$ cat config.mk
export PLATFORM = sky130hd
export DESIGN_NAME = vga_timing_gen_flat
export DESIGN_NICKNAME = d
export VERILOG_FILES = /design/src/rtl/vga_timing_pkg.sv /design/src/rtl/vga_timing_if.sv /design/src/rtl/vga_timing_gen_axis.sv /design/src/rtl/vga_timing_gen.sv /design/src/flat_wrapper.sv
export SDC_FILE = /design/constraint.sdc
export NUM_CORES = 1
export LEC_CHECK = 0
export CAP_MARGIN = 20
export CORE_ASPECT_RATIO = 1.25
export CORE_UTILIZATION = 45
export CTS_BUF_LIST = sky130_fd_sc_hd__clkbuf_8
export CTS_CLUSTER_SIZE = 10
export DETAILED_ROUTE_END_ITERATION = 8
export HOLD_SLACK_MARGIN = 0.08
export MAX_ROUTING_LAYER = met4
export PLACE_DENSITY = 0.69
export SLEW_MARGIN = 10
export SYNTH_ARGS = -nofsm -noshare
export SYNTH_HDL_FRONTEND = slang
export SYNTH_SLANG_ARGS = --single-unit
export TNS_END_PERCENT = 1
$ cat constraint.sdc
create_clock -name pixel_clk -period 3 [get_ports pixel_clk]
set_input_delay 0.6 -clock pixel_clk [delete_from_list [all_inputs] [get_ports pixel_clk]]
set_output_delay 0.6 -clock pixel_clk [all_outputs]
set_load 0.05 [all_outputs]
$ cat src/rtl/vga_timing_pkg.sv
// Shared constants and helpers for the VGA raster timing generator.
// 640x480@60 defaults, per-axis total, counter-width sufficiency check.
package vga_timing_pkg;

    localparam int DEF_CNT_W    = 10;
    localparam int DEF_H_ACTIVE = 640;
    localparam int DEF_H_FP     = 16;
    localparam int DEF_H_SYNC   = 96;
    localparam int DEF_H_BP     = 48;
    localparam int DEF_V_ACTIVE = 480;
    localparam int DEF_V_FP     = 10;
    localparam int DEF_V_SYNC   = 2;
    localparam int DEF_V_BP     = 33;
    localparam bit DEF_H_POL    = 1'b0;
    localparam bit DEF_V_POL    = 1'b0;

    function automatic int axis_total(
        input int active,
        input int fp,
        input int sync,
        input int bp
    );
        return active + fp + sync + bp;
    endfunction

    function automatic bit cnt_w_fits(
        input int cnt_w,
        input int h_total,
        input int v_total
    );
        return (h_total <= (1 << cnt_w))
            && (v_total <= (1 << cnt_w));
    endfunction

endpackage

$ cat src/rtl/vga_timing_if.sv
// Raster timing bundle from the generator to renderer and pins.
// frame_cnt exists only when VGA_TIMING_FRAME_CNT_EN is defined.
interface vga_timing_if #(
    parameter int CNT_W = 10
);
    logic [CNT_W-1:0] hcount;
    logic [CNT_W-1:0] vcount;
    logic             hsync;
    logic             vsync;
    logic             h_visible;
    logic             v_visible;
    logic             de;
    logic             line_start;
    logic             frame_start;
`ifdef VGA_TIMING_FRAME_CNT_EN
    logic [15:0]      frame_cnt;

    modport master (
        output hcount, vcount, hsync, vsync,
        output h_visible, v_visible, de,
        output line_start, frame_start, frame_cnt
    );
    modport slave (
        input hcount, vcount, hsync, vsync,
        input h_visible, v_visible, de,
        input line_start, frame_start, frame_cnt
    );
`else
    modport master (
        output hcount, vcount, hsync, vsync,
        output h_visible, v_visible, de,
        output line_start, frame_start
    );
    modport slave (
        input hcount, vcount, hsync, vsync,
        input h_visible, v_visible, de,
        input line_start, frame_start
    );
`endif
endinterface

$ cat src/rtl/vga_timing_gen_axis.sv
// One raster axis: wrapping counter plus flags decoded from the
// next count so they are registered alongside it.
module vga_axis_timer
    import vga_timing_pkg::*;
#(
    parameter int CNT_W  = DEF_CNT_W,
    parameter int ACTIVE = DEF_H_ACTIVE,
    parameter int FP     = DEF_H_FP,
    parameter int SYNC   = DEF_H_SYNC,
    parameter int BP     = DEF_H_BP,
    parameter bit POL    = DEF_H_POL
) (
    input  logic             clk,
    input  logic             rst_n,
    input  logic             adv,
    output logic [CNT_W-1:0] count,
    output logic             sync,
    output logic             visible,
    output logic             wrap,
    output logic             first
);
    localparam int TOTAL = axis_total(ACTIVE, FP, SYNC, BP);
    localparam logic [CNT_W-1:0] LAST = CNT_W'(TOTAL - 1);
    localparam logic [31:0] ACT_END = 32'(ACTIVE);
    localparam logic [31:0] SYNC_LO = 32'(ACTIVE + FP);
    localparam logic [31:0] SYNC_HI = 32'(ACTIVE + FP + SYNC);

    logic [CNT_W-1:0] cnt_nxt;
    logic [31:0]      nxt_w;
    logic             in_sync;

    always_comb begin
        cnt_nxt = (count == LAST) ? '0 : count + CNT_W'(1);
        nxt_w   = 32'(cnt_nxt);
        in_sync = (nxt_w >= SYNC_LO) && (nxt_w < SYNC_HI);
    end

    // Reset parks on the last position so the first advance is (0).
    always_ff @(posedge clk) begin
        if (!rst_n) begin
            count   <= LAST;
            sync    <= ~POL;
            visible <= 1'b0;
            wrap    <= 1'b1;
            first   <= 1'b0;
        end else if (adv) begin
            count   <= cnt_nxt;
            sync    <= in_sync ? POL : ~POL;
            visible <= nxt_w < ACT_END;
            wrap    <= cnt_nxt == LAST;
            first   <= cnt_nxt == '0;
        end
    end

endmodule

$ cat src/rtl/vga_timing_gen.sv
// Parametrised VGA raster timing generator (two axis timers).
// Define VGA_TIMING_FRAME_CNT_EN to add the 16-bit frame_cnt output.
module vga_timing_gen
    import vga_timing_pkg::*;
#(
    parameter int CNT_W    = DEF_CNT_W,
    parameter int H_ACTIVE = DEF_H_ACTIVE,
    parameter int H_FP     = DEF_H_FP,
    parameter int H_SYNC   = DEF_H_SYNC,
    parameter int H_BP     = DEF_H_BP,
    parameter int V_ACTIVE = DEF_V_ACTIVE,
    parameter int V_FP     = DEF_V_FP,
    parameter int V_SYNC   = DEF_V_SYNC,
    parameter int V_BP     = DEF_V_BP,
    parameter bit H_POL    = DEF_H_POL,
    parameter bit V_POL    = DEF_V_POL
) (
    input  logic pixel_clk,
    input  logic rst_n,
    input  logic ce,
    vga_timing_if.master vif
);
    localparam int H_TOTAL =
        axis_total(H_ACTIVE, H_FP, H_SYNC, H_BP);
    localparam int V_TOTAL =
        axis_total(V_ACTIVE, V_FP, V_SYNC, V_BP);

    if (!cnt_w_fits(CNT_W, H_TOTAL, V_TOTAL)) begin : g_cnt_w_bad
        $error("vga_timing_gen: CNT_W too narrow");
    end

    logic h_wrap;
    logic h_first;
    logic v_wrap;
    logic v_first;
    logic v_adv;

    assign v_adv = ce & h_wrap;

    vga_axis_timer #(
        .CNT_W  (CNT_W),
        .ACTIVE (H_ACTIVE),
        .FP     (H_FP),
        .SYNC   (H_SYNC),
        .BP     (H_BP),
        .POL    (H_POL)
    ) u_h (
        .clk     (pixel_clk),
        .rst_n   (rst_n),
        .adv     (ce),
        .count   (vif.hcount),
        .sync    (vif.hsync),
        .visible (vif.h_visible),
        .wrap    (h_wrap),
        .first   (h_first)
    );

    vga_axis_timer #(
        .CNT_W  (CNT_W),
        .ACTIVE (V_ACTIVE),
        .FP     (V_FP),
        .SYNC   (V_SYNC),
        .BP     (V_BP),
        .POL    (V_POL)
    ) u_v (
        .clk     (pixel_clk),
        .rst_n   (rst_n),
        .adv     (v_adv),
        .count   (vif.vcount),
        .sync    (vif.vsync),
        .visible (vif.v_visible),
        .wrap    (v_wrap),
        .first   (v_first)
    );

    assign vif.de          = vif.h_visible & vif.v_visible;
    assign vif.line_start  = h_first;
    assign vif.frame_start = h_first & v_first;

`ifdef VGA_TIMING_FRAME_CNT_EN
    logic [15:0] frame_cnt_q;

    // Counts the edge that moves the raster from (last,last) to (0,0).
    always_ff @(posedge pixel_clk) begin
        if (!rst_n) begin
            frame_cnt_q <= '0;
        end else if (ce && h_wrap && v_wrap) begin
            frame_cnt_q <= frame_cnt_q + 16'd1;
        end
    end

    assign vif.frame_cnt = frame_cnt_q;
`else
    logic unused_v_wrap;
    assign unused_v_wrap = v_wrap;
`endif

endmodule

$ cat src/flat_wrapper.sv
// flat-port wrapper written by rule: the top's interface ports become plain ports
module vga_timing_gen_flat import vga_timing_pkg::*;
#(
    parameter int CNT_W    = DEF_CNT_W,
    parameter int H_ACTIVE = DEF_H_ACTIVE,
    parameter int H_FP     = DEF_H_FP,
    parameter int H_SYNC   = DEF_H_SYNC,
    parameter int H_BP     = DEF_H_BP,
    parameter int V_ACTIVE = DEF_V_ACTIVE,
    parameter int V_FP     = DEF_V_FP,
    parameter int V_SYNC   = DEF_V_SYNC,
    parameter int V_BP     = DEF_V_BP,
    parameter bit H_POL    = DEF_H_POL,
    parameter bit V_POL    = DEF_V_POL
)
  (pixel_clk, rst_n, ce, vif_hcount, vif_vcount, vif_hsync, vif_vsync, vif_h_visible, vif_v_visible, vif_de, vif_line_start, vif_frame_start);
  vga_timing_if #(.CNT_W(CNT_W)) vif_i ();
  input  logic pixel_clk;
  input  logic rst_n;
  input  logic ce;
  output wire logic [$bits(vif_i.hcount)-1:0] vif_hcount;
  output wire logic [$bits(vif_i.vcount)-1:0] vif_vcount;
  output wire logic [$bits(vif_i.hsync)-1:0] vif_hsync;
  output wire logic [$bits(vif_i.vsync)-1:0] vif_vsync;
  output wire logic [$bits(vif_i.h_visible)-1:0] vif_h_visible;
  output wire logic [$bits(vif_i.v_visible)-1:0] vif_v_visible;
  output wire logic [$bits(vif_i.de)-1:0] vif_de;
  output wire logic [$bits(vif_i.line_start)-1:0] vif_line_start;
  output wire logic [$bits(vif_i.frame_start)-1:0] vif_frame_start;
  assign vif_hcount = vif_i.hcount;
  assign vif_vcount = vif_i.vcount;
  assign vif_hsync = vif_i.hsync;
  assign vif_vsync = vif_i.vsync;
  assign vif_h_visible = vif_i.h_visible;
  assign vif_v_visible = vif_i.v_visible;
  assign vif_de = vif_i.de;
  assign vif_line_start = vif_i.line_start;
  assign vif_frame_start = vif_i.frame_start;
  vga_timing_gen #(.CNT_W(CNT_W), .H_ACTIVE(H_ACTIVE), .H_FP(H_FP), .H_SYNC(H_SYNC), .H_BP(H_BP), .V_ACTIVE(V_ACTIVE), .V_FP(V_FP), .V_SYNC(V_SYNC), .V_BP(V_BP), .H_POL(H_POL), .V_POL(V_POL)) u_core (.pixel_clk(pixel_clk), .rst_n(rst_n), .ce(ce), .vif(vif_i));
endmodule
-- Yosys cells after proc, flatten, opt, wreduce, memory -nomap -nowiden
Index checks and enable logic that the tools add are counted.
- output and inout bits: 27
- word-level logic and storage cells: 31
- input bits: 3
- register bits after elaboration: 27
- magnitude comparators: 6
- reduce and logical (&&, ||, !) cells: 4
- add/sub/neg operators: 2
- muxes and demuxes: 4
- equal/unequal tests: 3
- bitwise gates (word level): 3
- operator list (operator ; count):
    $eq A10 B10 Y1 const B ; 3
    $add A10 B1 Y10 const B ; 2
    $logic_not A10 Y1 ; 2
    $lt A10 B10 Y1 const B ; 2
    $lt A10 B9 Y1 const B ; 2
    $mux W10 ; 2
    $ge A10 B10 Y1 const B ; 1
    $ge A10 B9 Y1 const B ; 1
    $and A1 B1 Y1 ; 3
    $logic_and A1 B1 Y1 ; 2
    $mux W1 ; 2

-- Logic depth before layout (Yosys ltp)
Gate-level depths: netlist of run 1.
- depth after elaboration: 5
- depth in mapped cells: 7

-- Modules after synthesis
A second synthesis of run 1 with hierarchy kept.
- cells, all modules: 241
- area total of the unflattened synthesis: 1993.2 µm²
- modules (own cells, without submodules) (module ; cells each ; instances ; area each (µm²)):
    vga_axis_timer (u_core.u_h) ; 121 ; 1 ; 998.5
    vga_axis_timer (u_core.u_v) ; 117 ; 1 ; 975.9
    vga_timing_gen ; 3 ; 1 ; 18.8

-- Worst setup path after synthesis of run 1
No wires, ideal clock.
- kind: reg-to-reg
- from: reg u_core.u_h.count[1]
- to: reg u_core.u_h.sync
- cell stages (with the launch flop): 7
- arrival time: 2.001 ns
- path buffers: 0
- slack: 0.872 ns
- path through: dfxtp_1 -> ha_1 -> nand2_1 -> nor3_1 -> xnor2_1 -> a41oi_1 -> or3_1
- longest elaborated chain between the ends: 5
- elaborated cells between the ends (all ways): 7
- RTL lines (item ; line ; RTL):
    start: declaration ; vga_timing_gen_axis.sv:16 ; output logic [CNT_W-1:0] count,
    start signal: assignment ; vga_timing_gen_axis.sv:47 ; count <= cnt_nxt;
    $add A10 B1 Y10 / $eq A10 B10 Y1 (equally long branches) ; vga_timing_gen_axis.sv:33 ; cnt_nxt = (count == LAST) ? '0 : count + CNT_W'(1);
    $mux W10 * ; vga_timing_gen_axis.sv:33 ;
    $ge A10 B10 Y1 / $lt A10 B10 Y1 (equally long branches) ; vga_timing_gen_axis.sv:35 ; in_sync = (nxt_w >= SYNC_LO) && (nxt_w < SYNC_HI);
    $logic_and A1 B1 Y1 * ; vga_timing_gen_axis.sv:35 ;
    $mux W1 * ; vga_timing_gen_axis.sv:48 ; sync <= in_sync ? POL : ~POL;
    end signal: assignment ; vga_timing_gen_axis.sv:42 ; sync <= ~POL;
    end signal: assignment ; vga_timing_gen_axis.sv:48 ;
    end: declaration ; vga_timing_gen_axis.sv:17 ; output logic sync,
Every way passes the cells marked *; elsewhere a longest branch is shown, timed or not.
A chain may end at the register's enable or synchronous reset.

-- Worst setup path in the final report of run 1
- from: reg u_core.u_v.count[2]
- to: out vif_vcount[2]
- RTL lines (item ; line ; RTL):
    start: declaration ; vga_timing_gen_axis.sv:16 ;
    start signal: assignment ; vga_timing_gen_axis.sv:47 ;
    end: declaration ; flat_wrapper.sv:22 ; output wire logic [$bits(vif_i.vcount)-1:0] vif_vcount;
No word-level cell between the ends.

==> results.md, run 1 <==
- Mapped Cells: 235
- CTS tree: done
- Critical path required time: 2.40 ns
- Fin crit share: 79.19%
- Layout cells sized above 1: 5.952%
- Critical path data arrival time: 1.78 ns
- Critical path's largest stage delay: 0.89 ns
- Yosys reg bits: 27
- CTS Hold Buffers Added: 0
- Antenna cells: 0
- DR DRC count: 0
- Synthesized area per cell: between 7 and 8 um2
- Unrepaired setup endpoints after global routing: false
- MaxCap Viol Count: 0
- CTS H-tree depth: 1
- Largest net degree at the start of global routing: 22
- Number of enable flip-flop cells after synthesis: 0
- Run status: finished clean
- Sum of negative setup slack: 0 ns
- IO Port Bufs: 29
- Via count: 1804
- Vias in the first global route: 1657
- Worst setup EP type: primary output
- DIE AREA: 0.004334 mm2
- Global route total overflow: 0
- # rows: 25
- CTS max path bufs: 2
- I/O Pins: 30
- Postcts setup bufs: 0
- First-pass GRT wire length: 7.755 mm
- Die W: 59.09 um
- Min Tclk post-route: 2.376 ns
- Post-Syn Nets: 243
- Crit path max-delay family: buffers and inverters
- Static Leakage: roughly 0.8 nW
- Via/cell ratio: a little under 6
- Placer congestion estimate: 0.9204
- Post-Layout Cell Count: 306
- Fill cells: around 380
- Crit path cell chain: clkdlybuf4s50_1
- Crit path kind: flop to primary output
- DRT Pass-1 Iters: 4
- Clock root cell: clkbuf_8
- Final wirelength: between 4 and 5 mm
- Distinct cell type count after synthesis: 51
- Hold Crit Class: flop to flop
- Post-DP HPWL: 3.299 mm
- Post-synth top flop: dfxtp_1
- Area of the core: 0.003847 mm2
- Inst Count DP: 302
- Starting Density: 47.64%
- Synth Cell Area: 0.001833 mm2
- Total chip power: 1.063 mW
- Synthesis Warnings: 0
- Clock sinks: 27
- Clock transition at path regs: 0.09 ns
- WP depth: 1
- Die Y: 73.36 um
- Worst-Skew Late Latency: 0.27 ns
- FMAX: 0.4209 GHz
- Worst-path maximum fanout: 15
- Slew @ Worst Pin: 0.6813 ns
- 1st-iter DRT viols: 190
- Initial antenna violation count: 0
- Final ANT Viol Nets: 0
- Asr flop ratio synth: 0%
- Nets: approximately 260
- TritonCTS Buffers: 3
- Area added between synthesis and finish: 18.70%
- Slew Limit Fails: 0
- R2R cell count: 5
- All-layer global routing usage: between 20% and 30%
- Final hold vios: 0
- Worst path slowest cell: clkdlybuf4s50_1
- Power per cell area: 488.5 mW/mm2
- CP bufs+invs: 1
- Resized Gates After CTS: 0
- Peak supply drop: 0.0002832 V
- Final setup viols: 0
- Critical path startpoint category: flop
- Avg WL per Cell: 14.76 um
- Worst hold path cell count: 2
- Post-synthesis sequential area ratio: 29.49%
- Slew Limit Headroom: between 50 and 60%
- Fin Clk Skew: roughly 0.0073 ns
placed cells by master (no fill, tap or decap), types with 5 or more instances in the layout:
cell type / synthesis / layout
dfxtp_1: 27 / 27
nand4_1: 5 / 5
inv_1: 7 / 8
nor2_1: 12 / 12
nand2_1: 23 / 23
nor3_1: 9 / 9
a21oi_1: 17 / 17
xnor2_1: 7 / 7
and2_1: 7 / 7
ha_1: 5 / 5
nand3_1: 14 / 14
xor2_1: 8 / 8
o21ai_0: 13 / 13
a31oi_1: 7 / 7
clkdlybuf4s50_1: 0 / 29
power by group:
| part | switching [mW] | total, mW | internal, mW |
|---|---|---|---|
| combinational | 0.257 | 0.418 | 0.160 |
| sequential | 0.0581 | 0.446 | 0.388 |
| clock | 0.108 | 0.199 | 0.0916 |
| total | 0.423 | 1.06 | 0.640 |
registers in the layout, indices dropped and copies added (netlist names):
signal	cells
u_core.u_h.count	10
u_core.u_h.first	1
u_core.u_h.sync	1
u_core.u_h.visible	1
u_core.u_h.wrap	1
u_core.u_v.count	10
u_core.u_v.first	1
u_core.u_v.sync	1
u_core.u_v.visible	1
layer usage:
| metal | global-route usage [%] | routed length [um] | vias to the layer above |
|---|---|---|---|
| li1 | - | - | 894 |
| met1 | 27.97 | 1896 | 844 |
| met2 | 41.16 | 2352 | 60 |
| met3 | 2.817 | 215 | 6 |
| met4 | 8.201 | 51 | 0 |
| met5 | - | 0 | - |
cell type report:
cell class	count	area, um2	area share (%)
Tap cell	54	67.56	3.105
Inverter	7	26.28	1.208
Sequential cell	27	540.5	24.84
Clock inverter	1	3.754	0.1725
Multi-Input combinational cell	181	1176	54.05
Timing Repair Buffer	33	320.3	14.72
Clock buffer	3	41.29	1.898
logic make-up after synthesis:
group,Yosys count,synth area share (%)
compound gates,65,24.98
xor+xnor,15,7.167
fa+ha+maj,5,3.413
buf+inv,27,6.348
flops,27,29.49
mux,1,0.6143
simple gates,95,27.99
cell usage after synthesis, types with 3 or more instances:
| master | instances | area (um2) |
|---|---|---|
| or3_1 | 3 | 18.77 |
| a211oi_1 | 4 | 30.03 |
| inv_1 | 7 | 26.28 |
| and4_1 | 4 | 35.03 |
| o31ai_1 | 3 | 22.52 |
| clkbuf_1 | 13 | 48.80 |
| nand2b_1 | 3 | 18.77 |
| a31oi_1 | 7 | 43.79 |
| and2_1 | 7 | 43.79 |
| nand4_1 | 5 | 31.28 |
| nor2_1 | 12 | 45.04 |
| buf_2 | 5 | 25.02 |
| nor3_1 | 9 | 45.04 |
| nand2_1 | 23 | 86.33 |
| and3_1 | 4 | 25.02 |
| a21oi_1 | 17 | 85.08 |
| dfxtp_1 | 27 | 540.5 |
| o21ai_0 | 13 | 65.06 |
| xor2_1 | 8 | 70.07 |
| xnor2_1 | 7 | 61.31 |
| ha_1 | 5 | 62.56 |
| nand3_1 | 14 | 70.07 |
path summary, 6_finish.rpt:
| kind | startpoint | endpoint | slack (ns) |
|---|---|---|---|
| min | u_core.u_v.visible$_SDFFE_PN0P_ | u_core.u_v.visible$_SDFFE_PN0P_ | 0.48 |
| max | u_core.u_v.count[2]$_SDFFE_PN1P_ | vif_vcount[2] | 0.62 |
| min reg2reg | u_core.u_v.visible$_SDFFE_PN0P_ | u_core.u_v.visible$_SDFFE_PN0P_ | 0.48 |
| max reg2reg | u_core.u_v.count[2]$_SDFFE_PN1P_ | u_core.u_v.first$_SDFFE_PN0P_ | 0.93 |
stage by stage:
stage | instance area, um2 | setup slack [ns] | utilization, % | hold WS (ns)
after floorplan | 1833 | 0.8718 | - | 0.4598
after global placement | 2131 | 0.5602 | 55.38 | 0.4665
after detailed placement | 2131 | 0.5366 | 55.38 | 0.4669
after CTS | 2176 | 0.6142 | 56.55 | 0.4793
after global routing | 2176 | 0.5299 | 56.55 | 0.5240
final | 2176 | 0.6243 | 56.55 | 0.4810
Note: power is estimated with default switching activity, not from simulation.
==> inputs of run 2 (changes only) <==
--- a/config.mk
+++ b/config.mk
@@ -13,7 +13,7 @@
 export DETAILED_ROUTE_END_ITERATION = 8
 export HOLD_SLACK_MARGIN = 0.08
 export MAX_ROUTING_LAYER = met4
-export PLACE_DENSITY = 0.69
+export PLACE_DENSITY = 0.72
 export SLEW_MARGIN = 10
 export SYNTH_ARGS = -nofsm -noshare
 export SYNTH_HDL_FRONTEND = slang
==> constraint.sdc (replaced) <==
create_clock -name pixel_clk -period 2.1 [get_ports pixel_clk]
set_input_delay 0.42 -clock pixel_clk [delete_from_list [all_inputs] [get_ports pixel_clk]]
set_output_delay 0.42 -clock pixel_clk [all_outputs]
set_load 0.05 [all_outputs]
==> results.md, run 2 (synthesized netlist as in run 1, its figures left out) <==
- Run status: finished clean
- Via/cell ratio: 5.839 (-0.97%)
- Crit path cell chain: clkdlybuf4s50_1
- Critical path startpoint category: flop
- Antenna cells: 0 (unchanged)
- Worst-Skew Late Latency: 0.27 ns (about the same)
- CTS Hold Buffers Added: 0 (unchanged)
- Crit path max-delay family: buffers and inverters
- Critical path data arrival time: 1.62 ns (-0.16 ns)
- Biggest regs: u_core.u_h.count: 10 flops, u_core.u_v.count: 10 flops
- Final setup viols: 0 (unchanged)
- TritonCTS Buffers: 3 (unchanged)
- Slew @ Worst Pin: 0.4993 ns (-0.1820 ns)
- # rows: 25 (unchanged)
- DRT Pass-1 Iters: 4 (unchanged)
- 1st-iter DRT viols: 147 (-23%)
- Final wirelength: 4.805 mm (+6.4%)
- IO Port Bufs: 29 (unchanged)
- Critical path required time: 1.68 ns (-0.72 ns)
- Initial antenna violation count: 0 (unchanged)
- Post-DP HPWL: 3.515 mm (+6.5%)
- Nets: 277 (+6.1%)
- Die W: 59.09 um (unchanged)
- Hold Crit Class: flop to flop
- Final ANT Viol Nets: 0 (unchanged)
- Inst Count DP: 318 (+5.3%)
- Critical path's largest stage delay: 0.86 ns (-0.03 ns)
- Largest net degree at the start of global routing: 17 (-23%)
- DIE AREA: 0.004334 mm2 (unchanged)
- Clock transition at path regs: 0.09 ns (about the same)
- Fin Clk Skew: 0.008742 ns (+0.001450 ns)
- CTS tree: done
- CP bufs+invs: 1 (unchanged)
- Setup WS post-layout: 0.06231 ns (-0.5620 ns)
- Most frequent cells in the layout: buf_4 (26), dfxtp_1 (25), nand2_1 (23)
- Unrepaired setup endpoints after global routing: false
- Worst path slowest cell: clkdlybuf4s50_1
- All-layer global routing usage: 23.75% (about the same)
- Worst setup EP type: primary output
- Fill cells: 375 (-1.8%)
- Worst slack, placed: -0.04464 ns (-0.5812 ns)
- Clock root cell: clkbuf_8
- Clock sinks: 27 (unchanged)
- Area of the core: 0.003847 mm2 (unchanged)
- Final Util: 59.94% (+3.4 points)
- Sum of negative setup slack: 0 ns (unchanged)
- Starting Density: 47.64% (unchanged)
- CTS max path bufs: 2 (unchanged)
- Min Tclk post-route: 2.038 ns
- Avg WL per Cell: 14.92 um (+1.1%)
- Global route total overflow: 0 (unchanged)
- Sequential power share: 39.2% (-2.8 points)
- Internal power: 0.9606 mW (+50%)
- Crit path kind: flop to primary output
- I/O Pins: 30 (unchanged)
- Die Y: 73.36 um (unchanged)
- Postcts setup bufs: 0 (unchanged)
- CTS H-tree depth: 1 (unchanged)
- Logic pwr share: 42.7% (+3.4 points)
- Area added between synthesis and finish: 25.80%
- Clk pwr share: 18.1% (-0.6 points)
- Final hold slack: 0.4769 ns (-0.004157 ns)
- DR DRC count: 0 (unchanged)
- Power per cell area: 690.1 mW/mm2 (+41%)
- Static Leakage: 0.9801 nW (+22%)
- Via count: 1880 (+4.2%)
- Switching share of power: 39.63% (-0.18 points)
- Layout cells sized above 1: 14.93% (+9.0 points)
- Peak supply drop: 0.0003772 V (+33%)
- First-pass GRT wire length: 7.714 mm (-0.53%)
- Worst-path maximum fanout: 10 (-5)
- Final hold vios: 0 (unchanged)
- Sw power: 0.6307 mW (+49%)
- Vias in the first global route: 1671 (+0.84%)
- Fin crit share: 97.03%
- MaxCap Viol Count: 0 (unchanged)
- Placer congestion estimate: 0.9243 (+0.42%)
- Slew Limit Fails: 0 (unchanged)
- Commonest non-fill, non-tap cell in the layout: buf_4
- Slew Limit Headroom: 66.61% (+12 points)
- FMAX: 0.4908 GHz
- Post-Layout Cell Count: 322 (+5.2%)
run 2: power groups by stage:
stage | Sequential, mW | Clock (mW) | Combinational (mW)
2_1_floorplan | 0.733 | 0 | 0.357
3_3_place_gp | 0.635 | 0 | 0.665
3_5_place_dp | 0.635 | 0 | 0.670
4_1_cts | 0.623 | 0.307 | 0.672
5_1_grt | 0.633 | 0.329 | 0.726
6_report | 0.624 | 0.288 | 0.679
run 2: area by class of cell:
cell class	count	area (um2)	area share, %
Clock buffer	3	41.29	1.791
Clock inverter	1	3.754	0.1628
Inverter	7	26.28	1.139
Multi-Input combinational cell	181	1176	51.00
Sequential cell	27	543.0	23.55
Tap cell	54	67.56	2.930
Timing Repair Buffer	49	447.9	19.42
run 2: path summary, 6_finish.rpt:
| kind | to | depth (start not counted) | slack (ns) | start |
|---|---|---|---|---|
| max | vif_hcount[4] | 1 | 0.06 | u_core.u_h.count[4]$_SDFFE_PN1P_ |
| min | u_core.u_v.visible$_SDFFE_PN0P_ | 2 | 0.48 | u_core.u_v.visible$_SDFFE_PN0P_ |
| max reg2reg | u_core.u_v.first$_SDFFE_PN0P_ | 7 | 0.16 | u_core.u_v.count[0]$_SDFFE_PN0P_ |
| min reg2reg | u_core.u_v.visible$_SDFFE_PN0P_ | 2 | 0.48 | u_core.u_v.visible$_SDFFE_PN0P_ |
run 2: worst reg2reg max path, stage by stage, from the launching register on:
cell      delay, ns
dfxtp_1        0.43
inv_1          0.10
ha_1           0.14
nand4_1        0.14
or4_4          0.53
o311ai_4       0.12
o211ai_4       0.12
a221oi_2       0.28
run 2: metrics by stage:
step / total power, mW / instance area [um2]
2_1_floorplan: 1.091 / 1836
3_3_place_gp: 1.299 / 2248
3_5_place_dp: 1.305 / 2248
4_1_cts: 1.603 / 2293
5_1_grt: 1.688 / 2306
6_report: 1.591 / 2306
run 2: repair_timing:
action,CTS,global route
gates resized for setup,0,5
hold endpoints to repair,0,0
endpoints found under the setup margin,0,5
run 2: per-layer routing:
metal  share of wire, %  track usage [%]  wire length [um]  up-vias
met2                 50            40.91              2409       53
met3                2.7            2.289               132       17
met1                 44            28.00              2113      884
met4                3.1            9.524               149        0
li1                   -                -                 -      926
met5                  0                -                 0        -
